<file path="src/rtl/rf_write_arbiter.sv">
// rf_write_arbiter
// ----------------
// Shares the single register-file write port between the writeback stage (WB)
// and the multi-cycle multiply/divide unit (MDU). WB always wins and is never
// delayed; MDU results are buffered in a small in-order FIFO and drained on
// cycles where WB does not write. If the FIFO sits non-empty for MAX_WAIT
// cycles without a pop, stall_req asks the pipeline for a bubble so the head
// can drain. Pending-write address matches are reported for the hazard unit.
//
// Ports:
//   clk, reset            clock (rising edge), synchronous active-low reset
//   wb_we/wb_addr/wb_data WB write request (address 0 means no request)
//   mdu_valid/addr/data   MDU result, transferred when mdu_valid && mdu_ready
//   mdu_ready             FIFO has room (based on registered occupancy)
//   rf_we/rf_addr/rf_data registered write port to the register file
//   stall_req             pipeline must hold wb_we=0 while this is high
//   chk_addr1/2, chk_hit1/2  combinational pending-write hazard query
//   fifo_count            current FIFO occupancy
//   proto_err             sticky: wb_we seen while stall_req was high
module rf_write_arbiter #(
    parameter int ADDR_W   = 5,
    parameter int DATA_W   = 32,
    parameter int DEPTH    = 2,
    parameter int MAX_WAIT = 4
) (
    input  logic                       clk,
    input  logic                       reset,
    input  logic                       wb_we,
    input  logic [ADDR_W-1:0]          wb_addr,
    input  logic [DATA_W-1:0]          wb_data,
    input  logic                       mdu_valid,
    input  logic [ADDR_W-1:0]          mdu_addr,
    input  logic [DATA_W-1:0]          mdu_data,
    output logic                       mdu_ready,
    output logic                       rf_we,
    output logic [ADDR_W-1:0]          rf_addr,
    output logic [DATA_W-1:0]          rf_data,
    output logic                       stall_req,
    input  logic [ADDR_W-1:0]          chk_addr1,
    input  logic [ADDR_W-1:0]          chk_addr2,
    output logic                       chk_hit1,
    output logic                       chk_hit2,
    output logic [$clog2(DEPTH):0]     fifo_count,
    output logic                       proto_err
);

    localparam int PTR_W  = $clog2(DEPTH);
    localparam int CNT_W  = PTR_W + 1;
    localparam int WAIT_W = $clog2(MAX_WAIT + 1);

    localparam logic [1:0] ST_IDLE   = 2'd0;
    localparam logic [1:0] ST_WAIT   = 2'd1;
    localparam logic [1:0] ST_STARVE = 2'd2;

    logic [ADDR_W-1:0] fifo_addr [DEPTH];
    logic [DATA_W-1:0] fifo_data [DEPTH];
    logic [PTR_W-1:0]  rd_ptr;
    logic [PTR_W-1:0]  wr_ptr;
    logic [WAIT_W-1:0] wait_cnt;
    logic [1:0]        state;

    logic              wb_req;
    logic              push;
    logic              pop;
    logic [CNT_W-1:0]  count_next;
    logic [WAIT_W-1:0] wait_next;
    logic [1:0]        state_next;
    logic              hit1;
    logic              hit2;

    // Saturating increment of the starvation timer.
    function automatic logic [WAIT_W-1:0] sat_inc(input logic [WAIT_W-1:0] v);
        if (v == WAIT_W'(MAX_WAIT))
            return v;
        else
            return v + WAIT_W'(1);
    endfunction

    assign stall_req = (state == ST_STARVE);

    always_comb begin
        wb_req    = wb_we && (wb_addr != '0);
        // Readiness uses the registered count only: a full FIFO that pops
        // this cycle still refuses the new result.
        mdu_ready = (fifo_count < CNT_W'(DEPTH));
        // Address-0 results are accepted by the handshake but never stored.
        push      = mdu_valid && mdu_ready && (mdu_addr != '0);
        // The registered count excludes this cycle's push, so a freshly
        // accepted entry can never be popped in the same cycle.
        pop       = !wb_req && (fifo_count != '0);

        count_next = fifo_count;
        if (push && !pop)
            count_next = fifo_count + CNT_W'(1);
        else if (pop && !push)
            count_next = fifo_count - CNT_W'(1);

        if (pop || (fifo_count == '0))
            wait_next = '0;
        else
            wait_next = sat_inc(wait_cnt);

        state_next = state;
        case (state)
            ST_IDLE: begin
                if (push)
                    state_next = ST_WAIT;
            end
            ST_WAIT: begin
                if (count_next == '0)
                    state_next = ST_IDLE;
                else if (wait_next == WAIT_W'(MAX_WAIT))
                    state_next = ST_STARVE;
            end
            ST_STARVE: begin
                if (pop)
                    state_next = (count_next != '0) ? ST_WAIT : ST_IDLE;
            end
            default: state_next = ST_IDLE;
        endcase
    end

    // Hazard query: any occupied FIFO slot, or the write currently on rf_*.
    always_comb begin
        hit1 = 1'b0;
        hit2 = 1'b0;
        for (int i = 0; i < DEPTH; i++) begin
            if (CNT_W'(i) < fifo_count) begin
                if (fifo_addr[rd_ptr + PTR_W'(i)] == chk_addr1)
                    hit1 = 1'b1;
                if (fifo_addr[rd_ptr + PTR_W'(i)] == chk_addr2)
                    hit2 = 1'b1;
            end
        end
        if (rf_we && (rf_addr == chk_addr1))
            hit1 = 1'b1;
        if (rf_we && (rf_addr == chk_addr2))
            hit2 = 1'b1;
        chk_hit1 = hit1 && (chk_addr1 != '0);
        chk_hit2 = hit2 && (chk_addr2 != '0);
    end

    // Write-port register stage and arbitration control
    always_ff @(posedge clk) begin
        if (!reset) begin
            rf_we      <= 1'b0;
            rf_addr    <= '0;
            rf_data    <= '0;
            rd_ptr     <= '0;
            wr_ptr     <= '0;
            fifo_count <= '0;
            wait_cnt   <= '0;
            state      <= ST_IDLE;
            proto_err  <= 1'b0;
        end else begin
            if (wb_req) begin
                rf_we   <= 1'b1;
                rf_addr <= wb_addr;
                rf_data <= wb_data;
            end else if (pop) begin
                rf_we   <= 1'b1;
                rf_addr <= fifo_addr[rd_ptr];
                rf_data <= fifo_data[rd_ptr];
            end else begin
                rf_we   <= 1'b0;
            end
            if (push)
                wr_ptr <= wr_ptr + PTR_W'(1);
            if (pop)
                rd_ptr <= rd_ptr + PTR_W'(1);
            fifo_count <= count_next;
            wait_cnt   <= wait_next;
            state      <= state_next;
            if (wb_we && stall_req)
                proto_err <= 1'b1;
        end
    end

    // FIFO storage: data only, validity is tracked by the pointers and count
    always_ff @(posedge clk) begin
        if (push) begin
            fifo_addr[wr_ptr] <= mdu_addr;
            fifo_data[wr_ptr] <= mdu_data;
        end
    end

endmodule

</file>
<file path="config.mk">
export PLATFORM = sky130hd
export DESIGN_NAME = rf_write_arbiter
export DESIGN_NICKNAME = d
export VERILOG_FILES = /design/src/rtl/rf_write_arbiter.sv
export SDC_FILE = /design/constraint.sdc
export NUM_CORES = 1
export LEC_CHECK = 0
export BUFFER_PORTS_ARGS = -buffer_cell sky130_fd_sc_hd__buf_4
export CORE_MARGIN = 2
export CORE_UTILIZATION = 55
export DETAILED_ROUTE_END_ITERATION = 8
export PLACE_DENSITY = 0.82
export SETUP_SLACK_MARGIN = 0.3
export SYNTH_ARGS = -nofsm -noshare
export SYNTH_HDL_FRONTEND = slang
export SYNTH_SLANG_ARGS = --single-unit
</file>
<file path="constraint.sdc">
create_clock -name clk -period 13.3 [get_ports clk]
set_clock_uncertainty 0.2 [all_clocks]
set_input_delay 2.66 -clock clk [delete_from_list [all_inputs] [get_ports clk]]
set_output_delay 2.66 -clock clk [all_outputs]
set_load 0.02 [all_outputs]
</file>
==> results.md <==
| Result | This run | Unit |
|:---|:---|:---|
| Wire length of the first global-routing pass | 19.95 | mm |
| Most common cell after layout, fill and taps aside | buf_4 | - |
| Outcome | complete, no violations | - |
| Power density cells | 184.6 | nW/µm² |
| Static leakage | 2.784 | nW |
| Net count after synthesis | 586 | - |
| Worst path most repeated cell | buf_4 | - |
| Crit-path cells | buf_4 > or4_1 > nor2_1 > nor3_1 > nand3_1 > o21ai_0 > buf_4 | - |
| Internal Pwr Total | 0.0009039 | W |
| Primary flip-flop cell chosen by synthesis mapping | edfxtp_1 | - |
| Number of violations reported at the end of detailed-routing iteration 0 | 237 | - |
| Proportion of synthesized flip-flops having asynchronous set or reset | 0 | % |
| Number of enable flip-flop cells after synthesis | 74 | - |
| Layout Area Growth over Synthesis | 32.19 | % |
| Number of core rows | 36 | - |
| Slowest stage cell, crit path | or4_1 | - |
| Buffers on Ports | 132 | - |
| Remaining antenna violation count after routing | 0 | - |
| Diodes inserted | 0 | - |
| Total of flip-flops plus latches after synthesis | 123 | - |
| Routed len/inst | 16.04 | µm |
| Share of Yosys cell area claimed by the top area cell type | 41.37 | % |
| Overall die height | 102.8 | µm |
| Footprint of the multi-input gates | 2066 | µm² |
| NetSw | 0.0004067 | W |
| Hold buffer count at CTS | 0 | - |
| Relative max-transition margin | 38.21 | % |
| Post-CTS Setup Bufs | 0 | - |
| Commonest cells after routing, fill and taps aside | 137 x buf_4, 117 x nand2_1, 74 x edfxtp_1 | - |
| Endpoint class of the critical path | primary output | - |
| Clock latency on the worst-skew pair | 0.52 | ns |
| Sequential cell area fraction in the yosys report | 59.63 | % |
| I/O Pins | 133 | - |
| Setup CP Type | primary input to primary output | - |
| RSZ-0062 raised after global routing | no | - |
| Detailed-route DRC error count | 0 | - |
| Gate power share | 26.4 | % |
| CTS H-Tree Depth | 4 | - |
| Switching power as a share of total power | 31.03 | % |
| Largest stage delay, worst path | 0.53 | ns |
| Area post-placement | 6487 | µm² |
| Final hold vios | 0 | - |
| Maximum count of clock buffers along a single path | 2 | - |
| Kind of start point of the critical path | primary input | - |
| Final Instance Area | 7101 | µm² |
| Critical path required time | 10.44 | ns |
| Slew Limit Fails | 0 | - |
| Combined global-route utilization of all metal layers | 25.04 | % |
| Pin count of the biggest net entering global routing | 83 | - |
| IR drop worst, VDD | 0.1306 | mV |
| Number of endpoints failing setup at the final stage | 0 | - |
| Synthesis Warnings | 0 | - |
| Average size of a mapped cell | 10.87 | µm² |
| Via count of the first global-routing pass | 4218 | - |
| Clock-pin slew of the registers on the worst-case setup and hold paths | 0.06 | ns |
| Proportion of layout cells with a drive suffix above 1 | 27.63 | % |
| Tightest Hold Check Type | flop to flop | - |
| Number of buffers created by CTS | 17 | - |
| Detailed-route via count | 4127 | - |
| Post-route setup TNS | 0 | ns |
| Horizontal extent of the die | 102.8 | µm |
| Footprint of the flip-flops and latches | 3204 | µm² |
| Starting density of the core | 55.72 | % |
| Worst-margin pin slew | 0.9268 | ns |
| Critical path fanouts, max | 4 | - |
| Total overflow reported by the global router | 0 | - |
| Clock share of power | 36.0 | % |
| HPWL after detailed placement | 8.204 | mm |
| TritonCTS clock tree | yes | - |
| Synth Instances | 494 | - |
| Max-cap check violation count | 0 | - |
| Min cycle time layout | 6.730 | ns |
| Worst-case setup margin in the final layout | 6.570 | ns |
| Total standard cell area after synthesis | 5371 | µm² |
| Per-cell via count in the routed design | 5.360 | - |
| Number of antenna violations at the first check in global routing | 0 | - |
| Max Fclk | 148.6 | MHz |
| Top post-synthesis cells by area | edfxtp_1 41%, dfxtp_1 18%, nand2_1 8.2% | - |
| DRT Wirelength | 12.35 | mm |
| Number of filler instances in the final layout | 704 | - |
| Weighted congestion reported at the end of routability-driven placement | 0.8597 | - |
| Area of the core | 9639 | µm² |
| Sinks on Clock Net | 123 | - |
| Number of nets in the layout | 716 | - |
| CTS Root Buffer Type | clkbuf_8 | - |
| Share of the clock period used by the worst path | 50.60 | % |
| Critical Path AT | 3.87 | ns |
| Unique masters post-synth | 43 | - |
| Die area | 10570 | µm² |
| Pre-CTS worst setup slack | 6.577 | ns |
| Cell taking the most area after synthesis | edfxtp_1 | - |
| Number of gates resized after CTS | 0 | - |
| Drt pass-1 iters | 5 | - |
| Seq pwr share | 37.6 | % |
==> worst paths after layout <==
check,from,to,slack [ns],cells after the start
max,chk_addr2[1],chk_hit2,6.57,7
min,proto_err,proto_err,0.29,2
min reg2reg,proto_err,proto_err,0.29,2
max reg2reg,fifo_count[1],fifo_count[0],10.31,8
==> sequential cells by signal (all words and copies together), names as in the netlist, named ones only <==
| name | cells |
|---|---|
| proto_err | 1 |
| rf_we | 1 |
| fifo_count | 2 |
| rf_addr | 5 |
| wait_cnt | 3 |
| fifo_addr | 10 |
| rd_ptr | 1 |
| state | 2 |
| wr_ptr | 1 |
| rf_data | 32 |
| fifo_data | 64 |
==> power groups by stage <==
stage          registers (W)  logic, W  clock network, W
6_report            0.000493  0.000346          0.000471
5_1_grt             0.000499  0.000383          0.000493
4_1_cts             0.000494  0.000348          0.000476
3_5_place_dp        0.000501  0.000345                 0
3_3_place_gp        0.000498  0.000337                 0
2_1_floorplan       0.000513  0.000218                 0
==> layout make-up <==
type / count / area share, %
flip-flops and latches: 123 / 45.13
clock buffers: 17 / 5.833
inverters: 6 / 0.3172
multi-input cells: 339 / 29.09
repair buffers: 137 / 14.48
clock inverters: 15 / 2.802
well taps: 133 / 2.344
==> logic make-up (layout without fill, tap and decap cells) <==
logic type	count (synthesis)	in the layout	synth area share (%)
DFF	123	123	59.63
buffers and inverters	32	175	2.329
and+or+nand+nor	160	160	12.53
adders and majority gates	4	4	0.9318
muxes	43	43	8.036
xor gates and xnor gates	34	34	5.544
AOI/OAI and AO/OA	98	98	10.99
==> per-stage QoR <==
stage               instances  power [W]  util, %  hold slack, ns
floorplan                 494  0.0007312        -          0.3058
global placement          738  0.0008350    67.30          0.2765
detailed placement        738  0.0008455    67.30          0.2865
CTS                       770   0.001317    73.66          0.3045
global route              770   0.001375    73.66          0.3697
finish                    770   0.001311    73.66          0.2929
==> synth_stat cells (all sizes together) (3+ instances only) <==
master / instances
nor2b: 5
xnor2: 12
xor2: 22
nand3: 3
nand2: 117
nor4: 5
mux2i: 42
clkbuf: 21
o21ai: 38
dfxtp: 49
edfxtp: 74
ha: 4
a21boi: 13
nor3: 6
nand4: 3
inv: 5
a21oi: 27
nor2: 13
buf: 5
==> metal layers <==
layer	vias up	share of wire (%)	GRT usage, %	wire [µm]
met4	0	1.9	10.02	229
met1	1946	43	31.88	5369
met2	154	48	41.18	5968
li1	2004	-	-	-
met5	-	0	0	0
met3	23	6.3	6.508	783
==> critical path: cells and delay by family <==
kind	cells	cell delay [ns]
and+or+nand+nor	4	0.83
buffers and inverters	2	0.30
AOI/OAI and AO/OA	1	0.08
No activity file was read; power rests on OpenSTA's default activity.
